<file path="src/rtl/ub_read_sequencer_if.sv">
// rtl/ub_read_sequencer_if.sv - command, unified-buffer read port and output stream bundle for ub_read_sequencer
//
// Optional macro: UB_READER_STRIDE_EN adds start_stride to the command group.
//
// Signals:
//   start, start_addr, row_count, [start_stride] : command from controller
//   busy, done                                   : command status
//   ub_addr, ub_en, ub_data                      : unified_buffer read port 0
//   out_data, out_valid, out_ready               : row stream to data setup
// Modports:
//   master : the sequencer side
//   slave  : the surrounding environment (controller, buffer, consumer)

interface ub_read_sequencer_if #(
    parameter int MATRIX_WIDTH = 14,
    parameter int COUNT_WIDTH  = 16,
    parameter int ADDR_WIDTH   = 8
);
    logic                          start;
    logic [ADDR_WIDTH-1:0]         start_addr;
    logic [COUNT_WIDTH-1:0]        row_count;
`ifdef UB_READER_STRIDE_EN
    logic [ADDR_WIDTH-1:0]         start_stride;
`endif
    logic                          busy;
    logic                          done;
    logic [ADDR_WIDTH-1:0]         ub_addr;
    logic                          ub_en;
    logic [MATRIX_WIDTH-1:0][7:0]  ub_data;
    logic [MATRIX_WIDTH-1:0][7:0]  out_data;
    logic                          out_valid;
    logic                          out_ready;

    modport master (
        input  start, start_addr, row_count, ub_data, out_ready,
        output busy, done, ub_addr, ub_en, out_data, out_valid
`ifdef UB_READER_STRIDE_EN
        , input start_stride
`endif
    );

    modport slave (
        output start, start_addr, row_count, ub_data, out_ready,
        input  busy, done, ub_addr, ub_en, out_data, out_valid
`ifdef UB_READER_STRIDE_EN
        , output start_stride
`endif
    );
endinterface

</file>
<file path="src/rtl/ub_read_sequencer.sv">
// rtl/ub_read_sequencer.sv - credit-flow block reader from the unified buffer onto a valid/ready row stream
//
// Optional macro: UB_READER_STRIDE_EN (address step latched from start_stride;
// otherwise the step is 1).
//
// Ports:
//   clk  : clock
//   rst  : asynchronous active-high reset
//   bus  : ub_read_sequencer_if.master (command, status, buffer read port, output stream)
//
// Rows are requested only while (in-flight reads + FIFO occupancy) < FIFO_DEPTH,
// so every returned row has a FIFO slot and backpressure never loses data.
// The FIFO head falls through combinationally, and a returning row is bypassed
// straight to the output when the FIFO is empty.

module ub_read_sequencer #(
    parameter int MATRIX_WIDTH = 14,
    parameter int READ_LATENCY = 2,
    parameter int FIFO_DEPTH   = 4,
    parameter int COUNT_WIDTH  = 16,
    parameter int ADDR_WIDTH   = 8
) (
    input  logic                   clk,
    input  logic                   rst,
    ub_read_sequencer_if.master    bus
);
    localparam int PTR_W = $clog2(FIFO_DEPTH);
    localparam int OCC_W = $clog2(FIFO_DEPTH + 1);
    localparam int CRD_W = $clog2(FIFO_DEPTH + READ_LATENCY + 1) + 1;

    typedef enum logic [1:0] {IDLE, ISSUE, DRAIN} state_t;

    state_t                        state, state_next;
    logic [ADDR_WIDTH-1:0]         addr_q;
    logic [ADDR_WIDTH-1:0]         stride;
    logic [COUNT_WIDTH-1:0]        remaining_q;
    logic [READ_LATENCY-1:0]       pipe_q;
    logic                          done_q;

    logic [MATRIX_WIDTH-1:0][7:0]  mem [FIFO_DEPTH];
    logic [PTR_W-1:0]              wr_ptr, rd_ptr;
    logic [OCC_W-1:0]              count_q;

    logic [CRD_W-1:0]              inflight;
    logic                          credit_ok;
    logic                          issue;
    logic                          tail;
    logic                          fifo_empty;
    logic                          push, pop;
    logic                          finish;
    logic                          accept_cmd;

`ifdef UB_READER_STRIDE_EN
    logic [ADDR_WIDTH-1:0]         stride_q;
    assign stride = stride_q;
`else
    assign stride = ADDR_WIDTH'(1);
`endif

    assign tail       = pipe_q[READ_LATENCY-1];
    assign fifo_empty = (count_q == '0);
    assign accept_cmd = (state == IDLE) && bus.start;

    // Credit check counts rows still inside the buffer pipeline plus rows parked in the FIFO.
    always_comb begin
        inflight = '0;
        for (int i = 0; i < READ_LATENCY; i++) begin
            inflight = inflight + CRD_W'(pipe_q[i]);
        end
        credit_ok = (inflight + CRD_W'(count_q)) < CRD_W'(FIFO_DEPTH);
    end

    assign issue = (state == ISSUE) && credit_ok;

    // A returning row skips the FIFO only when nothing is queued ahead of it and it is taken now.
    assign pop  = !fifo_empty && bus.out_ready;
    assign push = tail && !(fifo_empty && bus.out_ready);

    assign finish = (state == DRAIN) && (pipe_q == '0) && fifo_empty;

    always_comb begin
        state_next = state;
        case (state)
            IDLE: begin
                if (bus.start) begin
                    state_next = (bus.row_count == '0) ? DRAIN : ISSUE;
                end
            end
            ISSUE: begin
                if (issue && (remaining_q == COUNT_WIDTH'(1))) begin
                    state_next = DRAIN;
                end
            end
            DRAIN: begin
                if (finish) begin
                    state_next = IDLE;
                end
            end
            default: state_next = IDLE;
        endcase
    end

    always_ff @(posedge clk or posedge rst) begin
        if (rst) begin
            state       <= IDLE;
            addr_q      <= '0;
            remaining_q <= '0;
            pipe_q      <= '0;
            done_q      <= 1'b0;
            wr_ptr      <= '0;
            rd_ptr      <= '0;
            count_q     <= '0;
`ifdef UB_READER_STRIDE_EN
            stride_q    <= '0;
`endif
        end else begin
            state  <= state_next;
            done_q <= finish;
            pipe_q <= (pipe_q << 1) | READ_LATENCY'(issue);

            if (accept_cmd) begin
                addr_q      <= bus.start_addr;
                remaining_q <= bus.row_count;
`ifdef UB_READER_STRIDE_EN
                stride_q    <= bus.start_stride;
`endif
            end else if (issue) begin
                addr_q      <= addr_q + stride;
                remaining_q <= remaining_q - COUNT_WIDTH'(1);
            end

            if (push) begin
                wr_ptr <= wr_ptr + PTR_W'(1);
            end
            if (pop) begin
                rd_ptr <= rd_ptr + PTR_W'(1);
            end
            count_q <= count_q + OCC_W'(push) - OCC_W'(pop);
        end
    end

    // Storage needs no reset: only entries covered by count_q are ever observed.
    always_ff @(posedge clk) begin
        if (push) begin
            mem[wr_ptr] <= bus.ub_data;
        end
    end

    assign bus.busy      = (state != IDLE);
    assign bus.done      = done_q;
    assign bus.ub_en     = issue;
    assign bus.ub_addr   = addr_q;
    assign bus.out_valid = !fifo_empty || tail;
    assign bus.out_data  = !fifo_empty ? mem[rd_ptr] : (tail ? bus.ub_data : '0);

endmodule

</file>
<file path="src/flat_wrapper.sv">
// flat-port wrapper written by rule: the top's interface ports become plain ports
module ub_read_sequencer_flat 
#(
    parameter int MATRIX_WIDTH = 14,
    parameter int READ_LATENCY = 2,
    parameter int FIFO_DEPTH   = 4,
    parameter int COUNT_WIDTH  = 16,
    parameter int ADDR_WIDTH   = 8
)
  (clk, rst, bus_start, bus_start_addr, bus_row_count, bus_ub_data, bus_out_ready, bus_busy, bus_done, bus_ub_addr, bus_ub_en, bus_out_data, bus_out_valid);
  ub_read_sequencer_if #(.MATRIX_WIDTH(MATRIX_WIDTH), .COUNT_WIDTH(COUNT_WIDTH), .ADDR_WIDTH(ADDR_WIDTH)) bus_i ();
  input  logic clk;
  input  logic rst;
  input wire logic [$bits(bus_i.start)-1:0] bus_start;
  input wire logic [$bits(bus_i.start_addr)-1:0] bus_start_addr;
  input wire logic [$bits(bus_i.row_count)-1:0] bus_row_count;
  input wire logic [$bits(bus_i.ub_data)-1:0] bus_ub_data;
  input wire logic [$bits(bus_i.out_ready)-1:0] bus_out_ready;
  output wire logic [$bits(bus_i.busy)-1:0] bus_busy;
  output wire logic [$bits(bus_i.done)-1:0] bus_done;
  output wire logic [$bits(bus_i.ub_addr)-1:0] bus_ub_addr;
  output wire logic [$bits(bus_i.ub_en)-1:0] bus_ub_en;
  output wire logic [$bits(bus_i.out_data)-1:0] bus_out_data;
  output wire logic [$bits(bus_i.out_valid)-1:0] bus_out_valid;
  assign bus_i.start = bus_start;
  assign bus_i.start_addr = bus_start_addr;
  assign bus_i.row_count = bus_row_count;
  assign bus_i.ub_data = bus_ub_data;
  assign bus_i.out_ready = bus_out_ready;
  assign bus_busy = bus_i.busy;
  assign bus_done = bus_i.done;
  assign bus_ub_addr = bus_i.ub_addr;
  assign bus_ub_en = bus_i.ub_en;
  assign bus_out_data = bus_i.out_data;
  assign bus_out_valid = bus_i.out_valid;
  ub_read_sequencer #(.MATRIX_WIDTH(MATRIX_WIDTH), .READ_LATENCY(READ_LATENCY), .FIFO_DEPTH(FIFO_DEPTH), .COUNT_WIDTH(COUNT_WIDTH), .ADDR_WIDTH(ADDR_WIDTH)) u_core (.clk(clk), .rst(rst), .bus(bus_i));
endmodule
</file>
<file path="config.mk">
export PLATFORM = sky130hd
export DESIGN_NAME = ub_read_sequencer_flat
export DESIGN_NICKNAME = d
export VERILOG_FILES = /design/src/rtl/ub_read_sequencer_if.sv /design/src/rtl/ub_read_sequencer.sv /design/src/flat_wrapper.sv
export SDC_FILE = /design/constraint.sdc
export NUM_CORES = 1
export LEC_CHECK = 0
export CAP_MARGIN = 20
export CORE_ASPECT_RATIO = 1.25
export CORE_UTILIZATION = 25
export DETAILED_ROUTE_END_ITERATION = 12
export HOLD_SLACK_MARGIN = 0.1
export RECOVER_POWER = 25
export SYNTH_ARGS = -nofsm -noshare
export SYNTH_HDL_FRONTEND = slang
export SYNTH_SLANG_ARGS = --single-unit
</file>
<file path="constraint.sdc">
create_clock -name clk -period 5.11 [get_ports clk]
set_input_delay 0.511 -clock clk [delete_from_list [all_inputs] [get_ports clk]]
set_output_delay 0.511 -clock clk [all_outputs]
set_load 0.05 [all_outputs]
</file>
==> qor.yml <==
ir_drop_mv: 0.4502
worst_pin_slew_ns: 0.9179
ys.flop_type: "edfxtp_1"
synth_area_leaders: "edfxtp_1 (68%), mux4_2 (13%), nand2_1 (4.7%)"
dp_slack_ns: 1.142
period_needed_ns: 4.565
clock_skew_ns: 0.01505
ant_nets: 0
fmax_ghz: 0.2191
worstPathRequired_ns: 4.60
worstSetupEndpointType: "output port"
postCtsHoldBufs: 0
fp.dieArea_um2: 79910
gr-usage-met1_pct: 15.02
synth-async-reset-ratio_pct: 7.438
post-cts-setup-buffer-count: 0
syn_nets: 1324
grt_first_pass_wirelength_um: 74320
yosysUniqueCellTypes: 49
status: "finished, final reports clean"
core_um2: 77590
finalNetCount: 1591
fp.dieW_um: 253.0
slew_headroom_pct: 38.81
busiest_layer: "met2"
synth_top_cell_by_area: "edfxtp_1"
fin_area_um2: 25320
synth_top_area_share_pct: 68.31
post_dp_cell_area_um2: 23640
grt_setup_unrepaired: "false"
htree_levels: 2
initialDrtViolationCount: 686
synth-edff-count: 448
port_buffers: 263
drive_gt1_share_pct: 15.24
nFillCells: 7569
report.final.slew_viol_count: 0
synth_cells: 1171
total_leakage_power_nw: 8.584
use_met2_pct: 21.23
cts_made_buffers: 50
p_per_area_nw_per_um2: 704.8
ys_seq_area_share_pct: 72.88
grt_use_met3_pct: 3.062
start_kind: "flip-flop"
grt_pass1_vias: 12213
firstDrtPassIters: 5
cts-resized-gates: 0
wirelength_um: 49160
die_h_um: 315.8
area_growth_pct: 28.56
ys_seq_elements: 484
period_share_pct: 89.33
synth_common_cells: "edfxtp_1 (448), nand2_1 (247), nand3_1 (124)"
grt_start_max_net_pins: 72
cts_root_buffer: "clkbuf_16"
track_usage_pct: 12.29
path_class: "flip-flop to output port"
hpwl_um: 28420
antenna_found_initial: 9
ios: 264
hold_viol: 0
max_cap_violations: 0
setup_ws_ns: 0.5455
cts_tree: "yes"
syn_area_per_cell_um2: 16.82
start_util_pct: 25.38
dp.cells: 2430
remaining_drc_errors: 0
overflow: 0
netlist_area_um2: 19700
cts_max_path_buffers: 3
arrival_ns: 4.05
via_count: 11461
place_congestion: 0.8108
fp-row-count: 114
clock_sinks: 484
stdcell_count: 2522
synth.most_common_cell: "edfxtp_1"
synth_warnings: 0
routedWlPerCell_um: 19.49
finalSetupTns_ns: 0
clk_transition_reported_paths_ns: 0.06
setup-violations-final: 0
power_w: 0.01785
critical_path.max_fanout: 66
insertion_delay_ns: 0.59
via_per_inst: 4.544
hold_class: "primary input to asynchronous set/reset pin"
through the flow:
stage	hold WS, ns	utilization (%)
after floorplan	0.3798	-
after global placement	0.4064	30.47
after detailed placement	0.4112	30.47
after CTS	0.2992	32.62
after global routing	0.3737	32.63
final	0.3239	32.63
path summary, 6_finish.rpt:
check,slack [ns],startpoint,end,cells past startpoint
worst max-delay path,0.55,u_core.pipe_q[1]$_DFF_PP0_,bus_ub_en,6
worst min-delay path,0.32,rst,u_core.remaining_q[8]$_DFFE_PP0P_,3
worst max register to register,1.65,u_core.pipe_q[1]$_DFF_PP0_,u_core.mem[1][87]$_DFFE_PP_,4
worst min register to register,0.42,u_core.pipe_q[0]$_DFF_PP0_,u_core.pipe_q[1]$_DFF_PP0_,0
max in group asynchronous,4.41,rst,u_core.pipe_q[1]$_DFF_PP0_,3
min in group clk,0.42,u_core.pipe_q[0]$_DFF_PP0_,u_core.pipe_q[1]$_DFF_PP0_,0
cell type report:
cell class | count | area, um^2 | area share (%)
tap | 1044 | 1306 | 5.159
inverter | 14 | 52.55 | 0.2076
multi-input combinational | 604 | 5040 | 19.91
clock buffer | 56 | 1338 | 5.283
sequential | 484 | 14370 | 56.74
timing repair buffer | 284 | 2878 | 11.37
clock inverter | 34 | 335.3 | 1.324
antenna | 2 | 5.005 | 0.01977
registers in the layout, indices dropped and copies added (netlist names):
signal / cells
u_core.bus.done: 1
u_core.bus.ub_addr: 8
u_core.count_q: 3
u_core.mem: 448
u_core.pipe_q: 2
u_core.rd_ptr: 2
u_core.remaining_q: 16
u_core.state: 2
u_core.wr_ptr: 2
per-layer routing:
metal	wire, um	up-vias
li1	-	5107
met1	20070	5898
met2	24670	366
met3	3207	82
met4	1168	8
met5	46	-
placed cells by master (no fill, tap or decap), types with 4 or more instances in the layout:
cell / count
ha_1: 12
xnor2_1: 4
buf_12: 7
dfrtp_1: 33
edfxtp_1: 448
bufinv_16: 6
mux4_2: 112
a221o_1: 7
xor2_1: 5
dlygate4sd3_1: 70
nor3_1: 6
nand4_1: 4
clkinvlp_4: 7
nor2_1: 9
a21oi_1: 7
o211ai_1: 7
clkinv_2: 7
nand2_1: 247
o21ai_0: 8
nor4_1: 7
clkdlybuf4s50_1: 193
inv_1: 13
clkinv_1: 12
or3_1: 6
clkbuf_16: 53
nand3_1: 124
buf_4: 14
and2_4: 4
critical path, stage by stage, from the launching register on:
cell	delay, ns
dfrtp_4	1.00
inv_1	0.20
ha_1	0.35
nand3_1	0.20
nand2_1	0.45
clkinv_1	0.43
clkdlybuf4s50_1	0.81
kinds of logic after synthesis:
| kind of cell | synth area share (%) |
|---|---|
| DFF | 72.88 |
| adders and majority gates | 0.8640 |
| xor gates and xnor gates | 0.4002 |
| buffers and inverters | 1.664 |
| and+or+nand+nor | 9.764 |
| muxes | 12.81 |
| AOI/OAI and AO/OA | 1.620 |
power breakdown:
part	internal (W)	total, W	switching (W)
clock	0.00218	0.00372	0.00154
combinational	0.00289	0.00830	0.00541
sequential	0.00533	0.00583	0.000499
total	0.0104	0.0178	0.00745
No activity file was read; power rests on OpenSTA's default activity.
